--- config.mk ---
export PLATFORM = sky130hd
export DESIGN_NAME = wb_irq_ctrl
export DESIGN_NICKNAME = d
export VERILOG_FILES = /design/src/rtl/wb_irq_ctrl_pkg.sv /design/src/rtl/wb_irq_ctrl_src_sync.sv /design/src/rtl/wb_irq_ctrl.sv
export SDC_FILE = /design/constraint.sdc
export NUM_CORES = 1
export LEC_CHECK = 0
export BUFFER_PORTS_ARGS = -buffer_cell sky130_fd_sc_hd__buf_4
export CAP_MARGIN = 0
export CORE_MARGIN = 3
export CORE_UTILIZATION = 40
export CTS_CLUSTER_DIAMETER = 60
export DETAILED_ROUTE_END_ITERATION = 6
export HOLD_SLACK_MARGIN = 0.15
export PLACE_DENSITY_LB_ADDON = 0.2
export SLEW_MARGIN = 10
export SYNTH_ARGS = -nofsm -noshare
export SYNTH_HDL_FRONTEND = slang
export SYNTH_SLANG_ARGS = --single-unit
--- constraint.sdc ---
create_clock -name i_clk -period 1.2 [get_ports i_clk]
set_input_delay 0.12 -clock i_clk [delete_from_list [all_inputs] [get_ports i_clk]]
set_output_delay 0.12 -clock i_clk [all_outputs]
set_load 0.01 [all_outputs]
--- src/rtl/wb_irq_ctrl_pkg.sv ---
// ----------------------------------------------------------------------------
// irq_ctrl_pkg
//
// Shared definitions for the Wishbone interrupt controller:
//   - register index constants, decoded from i_wb_addr[4:2]
//   - the number of o_irq bits owned by the core itself
//   - a helper that expands a Wishbone byte-select into a 32-bit bit mask
// ----------------------------------------------------------------------------
package irq_ctrl_pkg;

    // Register indices (word offsets within the 8-word window)
    localparam logic [2:0] IRQ_REG_PENDING = 3'd0;
    localparam logic [2:0] IRQ_REG_ENABLE  = 3'd1;
    localparam logic [2:0] IRQ_REG_MODE    = 3'd2;
    localparam logic [2:0] IRQ_REG_STATUS  = 3'd3;
    localparam logic [2:0] IRQ_REG_FORCE   = 3'd4;

    // o_irq bits 0..IRQ_RESERVED-1 belong to core-internal interrupts
    localparam int IRQ_RESERVED = 3;

    // Expand the four byte-lane enables into a per-bit write mask
    function automatic logic [31:0] lane_mask(input logic [3:0] sel);
        lane_mask = {{8{sel[3]}}, {8{sel[2]}}, {8{sel[1]}}, {8{sel[0]}}};
    endfunction

endpackage

--- src/rtl/wb_irq_ctrl_src_sync.sv ---
// ----------------------------------------------------------------------------
// irq_src_sync
//
// Single-bit synchroniser for one asynchronous interrupt source, followed by a
// history flop used for rising-edge detection.
//
// Ports:
//   i_clk   in   system clock
//   in_rst  in   asynchronous active-low reset
//   i_src   in   raw source, asynchronous to i_clk
//   o_level out  synchronised source (last synchroniser stage)
//   o_rise  out  one-cycle pulse when the synchronised source goes 0 -> 1
// ----------------------------------------------------------------------------
module irq_src_sync #(
    parameter int SYNC_STAGES = 2
) (
    input  logic i_clk,
    input  logic in_rst,
    input  logic i_src,
    output logic o_level,
    output logic o_rise
);

    logic [SYNC_STAGES-1:0] sync_reg;
    logic                   prev_reg;

    always_ff @(posedge i_clk or negedge in_rst) begin
        if (!in_rst) begin
            sync_reg <= '0;
            prev_reg <= 1'b0;
        end else begin
            // Stage 0 captures the raw input; the last stage is the safe copy
            sync_reg <= {sync_reg[SYNC_STAGES-2:0], i_src};
            // prev always follows the synchronised value, regardless of mode
            prev_reg <= sync_reg[SYNC_STAGES-1];
        end
    end

    assign o_level = sync_reg[SYNC_STAGES-1];
    assign o_rise  = sync_reg[SYNC_STAGES-1] & ~prev_reg;

endmodule

--- src/rtl/wb_irq_ctrl.sv ---
// ----------------------------------------------------------------------------
// wb_irq_ctrl
//
// Wishbone-slave interrupt controller feeding the picorv32 irq/eoi pair.
// Each source is synchronised, then latched into PENDING either as a level
// (follows the source) or as a rising edge (sticky until cleared by software
// W1C or by a falling edge on the matching eoi bit). o_irq is the registered
// PENDING & ENABLE, placed at bit IRQ_BASE upward.
//
// Registers (i_wb_addr[4:2]):
//   0 PENDING  R, W1C on edge-mode bits
//   1 ENABLE   R/W, byte-lane masked
//   2 MODE     R/W, byte-lane masked, 1 = rising edge, 0 = level high
//   3 STATUS   R, PENDING & ENABLE
//   4 FORCE    W, sets PENDING on edge-mode bits, reads 0
//   5..7       read 0, writes ignored
//
// Ports:
//   i_clk, in_rst              clock, asynchronous active-low reset
//   i_src[N_SRC]               raw interrupt sources
//   i_wb_cyc/stb/we/addr/data/sel  Wishbone slave request
//   o_wb_stall/ack/data        Wishbone slave response (stall tied low)
//   o_irq[32]                  interrupt requests to the core
//   i_eoi[32]                  end-of-interrupt vector from the core
// ----------------------------------------------------------------------------
module wb_irq_ctrl
    import irq_ctrl_pkg::*;
#(
    parameter int N_SRC       = 8,
    parameter int IRQ_BASE    = 3,
    parameter int SYNC_STAGES = 2
) (
    input  logic              i_clk,
    input  logic              in_rst,
    input  logic [N_SRC-1:0]  i_src,
    input  logic              i_wb_cyc,
    input  logic              i_wb_stb,
    input  logic              i_wb_we,
    input  logic [31:0]       i_wb_addr,
    input  logic [31:0]       i_wb_data,
    input  logic [3:0]        i_wb_sel,
    output logic              o_wb_stall,
    output logic              o_wb_ack,
    output logic [31:0]       o_wb_data,
    output logic [31:0]       o_irq,
    input  logic [31:0]       i_eoi
);

    // ------------------------------------------------------------------
    // Source synchronisers
    // ------------------------------------------------------------------
    logic [N_SRC-1:0] src_level;
    logic [N_SRC-1:0] src_rise;

    generate
        for (genvar gi = 0; gi < N_SRC; gi++) begin : g_sync
            irq_src_sync #(
                .SYNC_STAGES (SYNC_STAGES)
            ) u_sync (
                .i_clk   (i_clk),
                .in_rst  (in_rst),
                .i_src   (i_src[gi]),
                .o_level (src_level[gi]),
                .o_rise  (src_rise[gi])
            );
        end
    endgenerate

    // ------------------------------------------------------------------
    // State
    // ------------------------------------------------------------------
    logic [N_SRC-1:0] pending_reg, pending_next;
    logic [N_SRC-1:0] enable_reg,  enable_next;
    logic [N_SRC-1:0] mode_reg,    mode_next;
    logic [N_SRC-1:0] eoi_prev_reg;
    logic [31:0]      irq_reg,     irq_next;
    logic             ack_reg;
    logic [31:0]      rd_data_reg, rd_data_next;

    // ------------------------------------------------------------------
    // Wishbone decode
    // ------------------------------------------------------------------
    logic             wb_req;
    logic             wb_wr;
    logic [2:0]       reg_idx;
    logic [31:0]      sel_mask_full;
    logic [N_SRC-1:0] sel_mask;
    logic [N_SRC-1:0] wr_bits;

    assign wb_req        = i_wb_cyc & i_wb_stb;
    assign wb_wr         = wb_req & i_wb_we;
    assign reg_idx       = i_wb_addr[4:2];
    assign sel_mask_full = lane_mask(i_wb_sel);
    assign sel_mask      = sel_mask_full[N_SRC-1:0];
    assign wr_bits       = i_wb_data[N_SRC-1:0];

    // Per-bit write strobes; bits above N_SRC simply do not exist
    logic [N_SRC-1:0] w1c_bits;
    logic [N_SRC-1:0] force_bits;

    assign w1c_bits   = (wb_wr && reg_idx == IRQ_REG_PENDING) ? wr_bits : '0;
    assign force_bits = (wb_wr && reg_idx == IRQ_REG_FORCE)   ? wr_bits : '0;

    assign enable_next = (wb_wr && reg_idx == IRQ_REG_ENABLE)
                       ? ((enable_reg & ~sel_mask) | (wr_bits & sel_mask))
                       : enable_reg;

    assign mode_next   = (wb_wr && reg_idx == IRQ_REG_MODE)
                       ? ((mode_reg & ~sel_mask) | (wr_bits & sel_mask))
                       : mode_reg;

    // ------------------------------------------------------------------
    // End-of-interrupt: the core pulses eoi high, and the clear happens on
    // the edge that sees it low again.
    // ------------------------------------------------------------------
    logic [N_SRC-1:0] eoi_fall;

    assign eoi_fall = eoi_prev_reg & ~i_eoi[IRQ_BASE +: N_SRC];

    // ------------------------------------------------------------------
    // Pending update
    //
    // Level bits follow the synchronised source. Edge bits are sticky with
    // set taking priority over clear. A bit being switched from level to edge
    // starts clean so a stale level does not masquerade as an edge, unless
    // a genuine edge lands in that very cycle.
    // ------------------------------------------------------------------
    logic [N_SRC-1:0] mode_to_edge;
    logic [N_SRC-1:0] edge_set;
    logic [N_SRC-1:0] edge_clr;

    assign mode_to_edge = mode_next & ~mode_reg;
    assign edge_set     = src_rise | force_bits;
    assign edge_clr     = w1c_bits | eoi_fall;

    generate
        for (genvar gi = 0; gi < N_SRC; gi++) begin : g_pend
            assign pending_next[gi] =
                !mode_reg[gi]     ? (mode_to_edge[gi] ? src_rise[gi] : src_level[gi]) :
                edge_set[gi]      ? 1'b1 :
                edge_clr[gi]      ? 1'b0 :
                                    pending_reg[gi];
        end
    endgenerate

    // ------------------------------------------------------------------
    // Read mux and interrupt output
    // ------------------------------------------------------------------
    always_comb begin
        rd_data_next = '0;
        if (wb_req) begin
            case (reg_idx)
                IRQ_REG_PENDING: rd_data_next[N_SRC-1:0] = pending_reg;
                IRQ_REG_ENABLE:  rd_data_next[N_SRC-1:0] = enable_reg;
                IRQ_REG_MODE:    rd_data_next[N_SRC-1:0] = mode_reg;
                IRQ_REG_STATUS:  rd_data_next[N_SRC-1:0] = pending_reg & enable_reg;
                default:         rd_data_next = '0;
            endcase
        end
    end

    always_comb begin
        irq_next = '0;
        irq_next[IRQ_BASE +: N_SRC] = pending_reg & enable_reg;
    end

    // ------------------------------------------------------------------
    // Registers
    // ------------------------------------------------------------------
    always_ff @(posedge i_clk or negedge in_rst) begin
        if (!in_rst) begin
            pending_reg  <= '0;
            enable_reg   <= '0;
            mode_reg     <= '0;
            eoi_prev_reg <= '0;
            irq_reg      <= '0;
            ack_reg      <= 1'b0;
            rd_data_reg  <= '0;
        end else begin
            pending_reg  <= pending_next;
            enable_reg   <= enable_next;
            mode_reg     <= mode_next;
            eoi_prev_reg <= i_eoi[IRQ_BASE +: N_SRC];
            irq_reg      <= irq_next;
            ack_reg      <= wb_req;
            rd_data_reg  <= rd_data_next;
        end
    end

    assign o_wb_stall = 1'b0;
    assign o_wb_ack   = ack_reg;
    assign o_wb_data  = rd_data_reg;
    assign o_irq      = irq_reg;

    // Address bits outside [4:2], data above N_SRC and eoi bits outside the
    // source window are intentionally ignored.
    logic unused_bits;
    assign unused_bits = ^{i_wb_addr, i_wb_data, i_eoi, sel_mask_full};

endmodule

==> results of run 1 <==
cells in the mapped netlist:
cell / n / share of area, %
a211oi_1: 8 / 1.9
a21o_1: 1 / 0.24
a31oi_1: 8 / 1.6
and2_1: 9 / 1.8
and3_2: 7 / 1.7
buf_4: 50 / 12
buf_6: 1 / 0.36
clkbuf_1: 3 / 0.36
clkbuf_2: 1 / 0.16
conb_1: 1 / 0.12
dfrtp_1: 73 / 58
inv_1: 9 / 1.1
inv_2: 1 / 0.12
mux2_2: 16 / 5.7
mux2i_1: 8 / 2.5
nand2_1: 25 / 3.0
nand3b_4: 1 / 0.64
nand4bb_1: 1 / 0.36
nor2_1: 14 / 1.7
nor4_4: 1 / 0.68
nor4b_4: 1 / 0.75
o211ai_1: 7 / 1.7
o221ai_1: 1 / 0.28
o22ai_1: 8 / 1.6
o31ai_1: 1 / 0.24
or2_2: 1 / 0.20
or3_1: 7 / 1.4
power breakdown:
| group | internal [mW] | switching, mW |
|---|---|---|
| Clock | 1.01 | 0.865 |
| Combinational | 0.369 | 0.334 |
| Sequential | 2.64 | 0.126 |
| Total | 4.02 | 1.32 |
final cells by class:
cell class / instances / share of cell area (%)
clock buffer: 11 / 3.46
tap: 99 / 3.03
sequential: 73 / 44.7
inverter: 10 / 0.918
clock inverter: 5 / 1.35
timing repair buffer: 95 / 19.7
multi-input combinational: 174 / 26.9
worst reg2reg max path: stages (launching register included):
cell and delay, ns:
dfrtp_1 0.43, and3_2 0.21, or3_1 0.34
metrics by stage:
| stage | total power, mW | worst slack, ns | area [um2] |
|---|---|---|---|
| 2_1_floorplan | 3.24 | -0.200 | 3390 |
| 3_3_place_gp | 3.43 | -0.207 | 3620 |
| 3_5_place_dp | 3.44 | -0.237 | 3620 |
| 6_report | 5.34 | 0.0512 | 4090 |
| 5_1_grt | 5.63 | 0.000121 | 4090 |
| 4_1_cts | 5.41 | 0.0000435 | 4100 |
path summary, 6_finish.rpt:
check | to | slack (ns)
max reg2reg | pending_reg[0] | 0.10
min reg2reg | g_sync[1].u_sync.sync_reg[1] | 0.35
min | eoi_prev_reg[1] | 0.15
min in group i_clk | pending_reg[5] | 0.17
max | pending_reg[0] | 0.05
max in group asynchronous | eoi_prev_reg[0] | 0.58
cells by family (layout without fill, tap and decap cells):
group | count (synthesis) | after routing | synth area share [%]
compound gates | 34 | 34 | 7.51
buf+inv | 65 | 121 | 14.0
flops | 73 | 73 | 58.0
mux | 24 | 24 | 8.26
other cells | 1 | 49 | 0.119
simple gates | 67 | 67 | 12.1
layer usage:
metal | wire [um] | up-vias | share of wire, % | global-route usage, %
met1 | 2830 | 974 | 45 | 21.2
met3 | 529 | 5 | 8.4 | 5.02
met2 | 2880 | 77 | 46 | 22.7
li1 | - | 1002 | - | -
met5 | 0 | - | 0 | 0
met4 | 41 | 0 | 0.65 | 4.33
cells in the final DEF (no fill, tap or decap), types with 2 or more instances in the layout:
cell type	n
clkinvlp_4	2
o22ai_1	8
dfrtp_1	73
o211ai_1	7
and3_2	7
and2_1	9
mux2_2	8
buf_12	2
dlygate4sd3_1	27
a211oi_1	8
mux2i_1	8
mux2_4	8
buf_4	66
or3_1	7
conb_1	49
nor2_1	14
clkinv_2	2
inv_1	9
nand2_1	24
a31oi_1	8
clkbuf_8	10
repair_timing:
item / CTS / global route
buffers inserted: 0 / 0
gates resized for setup: 0 / 0
hold buffers: 28 / 0
hold endpoints to repair: 114 / 0
setup endpoints to repair: 0 / 11
==> flow_summary.yaml, run 1 <==
status:
  status: "complete, no violations"
cells_and_area:
  post-route-util_pct: 54.9
  multi_input_area_um2: 1100
  regArea_um2: 1830
  area_growth_pct: 29.9
  fin_cells: 467
  n_antenna_cell: 0
  drive_gt1_share_pct: 30.4
  n_fill_cell: 650
  final_nets: 476
worst_setup_path:
  reg2reg_depth: 2
  r2r-start: "mode_reg[0]"
  path_cells: "dlygate4sd3_1, buf_4, o211ai_1, nor2_1, or3_1"
  worst_path_max_delay_cell: "dlygate4sd3_1"
  crit_path_start_kind: "primary input"
  cp_top_family: "buffers and inverters"
  arrival_ns: 1.36
  cp.depth: 5
  end_kind: "register"
  crit_fanout: 2
  cp.required_ns: 1.42
  path_buf_inv: 2
  path_class: "in2reg"
  cpPeakStageDelay_ns: 0.54
  critPathLaunch: "i_eoi[3]"
drt:
  routedWlPerCell_um: 13.4
  vias: 2058
  drt-total-wl_um: 6280
  drtIter0Drc: 82
  ant_nets: 0
  drc: 0
  viasPerCell: 4.41
  dr.pass1.iters: 5
yosys:
  synthesis.area_um2: 3150
  synth_cell_types: 27
  synth_area_per_cell_um2: 11.9
  ys_seq_elements: 73
  ys_warn_count: 0
  synth_cells: 264
  ys_seq_area_share_pct: 58.0
clocking:
  cts_buffer_depth: 2
  cts_buffers: 9
  root_buffer: "clkbuf_8"
  clk_latency_ns: 0.34
  cts_sinks: 73
  h-tree-depth: 3
  tritoncts: "built"
  clk_pin_slew_ns: 0.07
global_route:
  grt_start_max_net_pins: 44
  grt_pass1_vias: 2083
  antenna_found_initial: 0
  grt-ovfl-total: 0
  track_usage_pct: 15.2
  grt_pass1_wl_um: 10300
floorplan:
  ios: 179
  design.die.area_um2: 8970
  initial_core_util_pct: 42.3
  coreArea_um2: 7450
  fp.dieW_um: 94.7
  die_y_um: 94.7
  core.rowCount: 31
sta:
  fmax_mhz: 870
  setup_tns_ns: 0
  rsz0062_at_grt: "false"
  setup_viol: 0
  fin_skew_ns: 0.00428
  slew_violations: 0
  hold_violations: 0
  post-route-period-util_pct: 95.7
  finalCriticalPeriod_ns: 1.15
  hold-worst-slack_ns: 0.154
place:
  placed_cells: 424
  io_buffer_count: 49
  gp_congestion: 0.754
  post-dp-hpwl_um: 4350
power:
  powerDensity_nw_per_um2: 1310
  vdd_drop_max_v: 0.000694
  power_leakage_nw: 2.07
hold_path:
  hold_path.class: "in2async"
run:
  cap_violations: 0
No activity file was read; power rests on OpenSTA's default activity.
==> run 2, diff against run 1 <==
- CTS_CLUSTER_SIZE: default -> 30
- clock period: 1.2 -> 1 ns (I/O delays scaled with it)
==> flow_summary.yaml, run 2 (synthesized netlist as in run 1, its figures left out) <==
clocking:
  clk_pin_slew_ns: 0.08
  cts_buffers: 9
  cts_buffer_depth: 2
  cts_sinks: 73
  tritoncts: "built"
  root_buffer: "clkbuf_8"
  h-tree-depth: 3
  clk_latency_ns: 0.34
sta:
  slew_violations: 0
  finalCriticalPeriod_ns: 1.10
  rsz0062_at_grt: "true"
  fin_skew_ns: 0.00771
  hold_violations: 2
  post-route-period-util_pct: 110
  fmax_mhz: 910
  hold-worst-slack_ns: -0.133
  finalWorstSetupSlack_ns: -0.0992
  setup_tns_ns: -0.416
  setup_viol: 7
power:
  p_switching_mw: 1.65
  vdd_drop_max_v: 0.000680
  intPower_mw: 4.90
  combPwrFrac_pct: 15.1
  clockPowerShare_pct: 34.5
  pwr-share-seq_pct: 50.4
  power_mw: 6.55
  swShare_pct: 25.2
  powerDensity_nw_per_um2: 1520
  power_leakage_nw: 2.19
drt:
  vias: 2214
  drt-total-wl_um: 6570
  dr.pass1.iters: 6
  ant_nets: 0
  viasPerCell: 4.56
  drc: 0
  routedWlPerCell_um: 13.5
  drtIter0Drc: 61
cells_and_area:
  layout_common_cells: "buf_4, dfrtp_1, conb_1"
  n_antenna_cell: 0
  area_growth_pct: 37.1
  final_common_cell: "buf_4"
  final_nets: 495
  drive_gt1_share_pct: 35.9
  design_area_um2: 4320
hold_path:
  min_from: "i_eoi[4]"
  hold_path.class: "in2reg"
global_route:
  track_usage_pct: 15.8
  grt_pass1_wl_um: 10700
  grt_pass1_vias: 2180
  grt-ovfl-total: 0
  grt_start_max_net_pins: 74
  antenna_found_initial: 0
status:
  violations: "negative hold slack, negative setup slack"
  status: "finished, violations left"
place:
  io_buffer_count: 49
  gp_congestion: 0.766
  placed_cell_area_um2: 3770
  post-dp-hpwl_um: 4390
floorplan:
  ios: 179
  initial_core_util_pct: 42.3
  design.die.area_um2: 8970
  fp.dieW_um: 94.7
  coreArea_um2: 7450
  die_y_um: 94.7
  core.rowCount: 31
worst_setup_path:
  crit_path_start_kind: "primary input"
  crit_fanout: 2
  end_kind: "register"
  path_class: "in2reg"
  cp.required_ns: 1.23
  critPathLaunch: "i_eoi[5]"
  r2r-start: "mode_reg[7]"
  arrival_ns: 1.33
run:
  cap_violations: 0
[run 2: cell types whose count changed in the layout (fill, tap and decap cells not counted), sizes merged]
cell          change
dlymetal6s4s      +2
clkinv            +2
buf              +20
clkinvlp          -1
clkbuf            -1
dlygate4sd3       -3
[run 2: power by group through the flow]
stage	combinational [mW]	clock [mW]	sequential [mW]
after floorplan	0.555	0	3.34
after global placement	0.865	0	3.34
after detailed placement	0.879	0	3.35
after CTS	0.954	2.34	3.30
after global routing	1.09	2.49	3.33
final	0.988	2.26	3.30
[run 2: repair_timing]
action / CTS / global route
setup endpoints to repair: 16 / 30
pin swaps: 19 / 11
gates cloned: 0 / 0
buffers inserted: 0 / 0
resized for setup: 11 / 11
hold buffers: 21 / 5
endpoints found under the hold margin: 118 / 9
[run 2: area by class of cell]
| class | count | area (um2) |
|---|---|---|
| Fill cell | 644 | 3130 |
| Clock inverter | 6 | 57.6 |
| Timing Repair Buffer | 114 | 977 |
| Inverter | 10 | 37.5 |
| Sequential cell | 73 | 1830 |
| Tap cell | 99 | 124 |
| Multi-Input combinational cell | 174 | 1160 |
| Clock buffer | 10 | 138 |
[run 2: routing by layer]
metal,share of wire (%),global-route usage (%)
met5,0,0
met1,45,22.0
met3,8.6,4.70
met4,0.94,6.13
met2,46,23.4
[run 2: final timing paths]
check                      slack, ns                           end  cells after the start
setup / recovery                -0.1                pending_reg[2]                      5
hold / removal                 -0.13               eoi_prev_reg[1]                      1
setup reg to reg               -0.07                pending_reg[7]                      2
hold reg to reg                 0.35  g_sync[7].u_sync.sync_reg[1]                      0
max in group asynchronous       0.41     g_sync[2].u_sync.prev_reg                      3
min in group asynchronous       0.30               eoi_prev_reg[5]                      3
[run 2: critical path, cell delays in order]
cell           delay, ns
buf_4               0.11
dlygate4sd3_1       0.56
o211ai_1            0.17
nor2_1              0.05
or3_1               0.33
[run 2: per-stage QoR]
stage / util [%] / setup slack [ns] / std cells
CTS: 56.7 / -0.0650 / 481
floorplan: - / -0.380 / 312
detailed placement: 50.7 / -0.422 / 444
finish: 58.0 / -0.0992 / 486
global placement: 50.7 / -0.397 / 444
global route: 58.0 / -0.131 / 486
==> run 3, diff against run 2 <==
- PLACE_DENSITY_LB_ADDON: 0.2 -> 0.08
- SYNTH_HIERARCHICAL: default -> 1
==> flow_summary.yaml, run 3 <==
yosys:
  synth_compound_area_share_pct: 14.3
  ys_warn_count: 6
  synth_top_family_by_area: "buffers and inverters"
  ys_seq_elements: 73
  synth_edf_count: 0
  synth-simple-area-share_pct: 11.3
  synth_area_leader_cell: "dfrtp_1"
  yosys.cell_count.top_type: "dfrtp_1"
  synthFlopType: "dfrtp_1"
  muxShareOfSynthArea_pct: 7.62
  synthTopCellsByArea: "dfrtp_1, buf_4, mux2_2"
  yosysTopAreaCellShare_pct: 52.0
  synth_cell_types: 33
  ys_seq_area_share_pct: 52.0
  synthesis.area_um2: 3510
  synth_fa_ha_area_share_pct: 0
  synth_common_cells: "dfrtp_1, buf_4, nor2b_1"
  synth_area_per_cell_um2: 12.4
  synth_cells: 284
  synth_xor_area_share_pct: 0
  ys_async_sr_fraction_pct: 100
worst_setup_path:
  path_cells: "nor2b_4, a41o_1, o21ai_2, o2111ai_2"
  cpPeakStageDelay_ns: 0.41
  path_buf_inv: 0
  crit_fanout: 3
  end_kind: "register"
  path_class: "reg2reg"
  crit_path_start_kind: "register"
  worst_path_max_delay_cell: "dfrtp_1"
  cp_top_family: "compound AO/OA/AOI/OAI gates"
  cp.required_ns: 1.21
  arrival_ns: 1.32
clocking:
  h-tree-depth: 3
  clk_pin_slew_ns: 0.08
  clk_latency_ns: 0.34
  cts_buffers: 9
  root_buffer: "clkbuf_8"
  cts_buffer_depth: 2
  cts_sinks: 73
  tritoncts: "built"
drt:
  drc: 0
  dr.pass1.iters: 4
  routedWlPerCell_um: 14.4
  drt-total-wl_um: 7220
  vias: 2417
  viasPerCell: 4.82
  drtIter0Drc: 107
  ant_nets: 0
floorplan:
  ios: 179
  fp.dieW_um: 99.7
  coreArea_um2: 8380
  initial_core_util_pct: 41.9
  design.die.area_um2: 9940
  die_y_um: 99.7
  core.rowCount: 33
place:
  post-dp-hpwl_um: 5000
  io_buffer_count: 49
  placed_cell_area_um2: 3970
  gp_congestion: 0.761
sta:
  hold-worst-slack_ns: 0.193
  rsz0062_at_grt: "true"
  slew_violations: 0
  finalCriticalPeriod_ns: 1.11
  fmax_mhz: 903
  finalWorstSetupSlack_ns: -0.107
  setup_viol: 8
  post-route-period-util_pct: 111
  hold_violations: 0
  setup_tns_ns: -0.554
  fin_skew_ns: 0.00968
global_route:
  track_usage_pct: 15.4
  grt_pass1_wl_um: 12100
  grt_pass1_vias: 2283
  antenna_found_initial: 0
  grt-ovfl-total: 0
  grt_start_max_net_pins: 44
cells_and_area:
  multi_input_area_um2: 1440
  area_growth_pct: 29.9
  layout_common_cells: "buf_4, dfrtp_1, conb_1"
  n_antenna_cell: 0
  final_nets: 504
  n_fill_cell: 749
  drive_gt1_share_pct: 38.1
  design_area_um2: 4560
  final_common_cell: "buf_4"
  regArea_um2: 1830
power:
  power_leakage_nw: 2.24
  vdd_drop_max_v: 0.000643
  powerDensity_nw_per_um2: 1450
status:
  status: "finished, violations left"
  violations: "negative setup slack"
hold_path:
  hold_path.class: "in2reg"
run:
  cap_violations: 0
## run 3: what timing repair did
action                                 CTS  global route
buffers inserted                         7             0
endpoints found under the hold margin  119             0
hold buffers                            28             0
resized for setup                        8            19
gates cloned                             0             0
setup endpoints to repair                8            19
pin swaps                                2             2
## run 3: final timing paths
path	start	end	slack [ns]	depth (start not counted)
max reg2reg	g_sync[7].u_sync/sync_reg[1]	pending_reg[7]	-0.11	4
min	i_wb_data[2]	pending_reg[2]	0.19	4
max	g_sync[7].u_sync/sync_reg[1]	pending_reg[7]	-0.11	4
max in group asynchronous	in_rst	g_sync[2].u_sync/sync_reg[0]	0.50	3
min in group asynchronous	in_rst	o_irq[4]	0.25	3
min reg2reg	g_sync[4].u_sync/sync_reg[0]	g_sync[4].u_sync/sync_reg[1]	0.35	0
## run 3: metrics by stage
stage	cells	util, %	power (mW)	setup WS, ns
floorplan	332	-	4.13	-0.422
global placement	450	47.4	4.43	-0.308
detailed placement	450	47.4	4.45	-0.333
CTS	501	53.4	6.63	-0.0791
global route	501	54.4	6.98	-0.171
finish	501	54.4	6.59	-0.107
## run 3: cells by family (layout without fill, tap and decap cells)
| logic type | after synthesis | after routing |
|---|---|---|
| other | 1 | 49 |
| DFF | 73 | 73 |
| and+or+nand+nor | 50 | 50 |
| AOI/OAI and AO/OA | 64 | 64 |
| buffers and inverters | 72 | 136 |
| muxes | 24 | 24 |
## run 3: layout make-up
class | count | share of cell area, %
clock inverter | 7 | 1.04
sequential | 73 | 40.0
timing repair buffer | 111 | 20.9
tap | 105 | 2.88
multi-input combinational | 187 | 31.7
inverter | 9 | 0.741
clock buffer | 9 | 2.72
## run 3: routing by layer
metal,part of all wire (%),global-route usage (%),up-vias
met5,0,0,-
met4,2.3,7.25,0
met3,7.5,2.81,15
met2,42,22.2,112
met1,48,22.3,1143
li1,-,-,1147
## run 3: where the power goes
| group | total (mW) | internal [mW] | switching (mW) |
|---|---|---|---|
| Combinational | 1.19 | 0.648 | 0.541 |
| Sequential | 3.38 | 3.19 | 0.190 |
| Clock | 2.02 | 0.894 | 1.13 |
| Total | 6.59 | 4.73 | 1.86 |
## run 3: worst min-delay path, stage by stage
cell       delay, ns
buf_4           0.11
a41o_1          0.17
o21ai_1         0.06
o2111ai_2       0.05
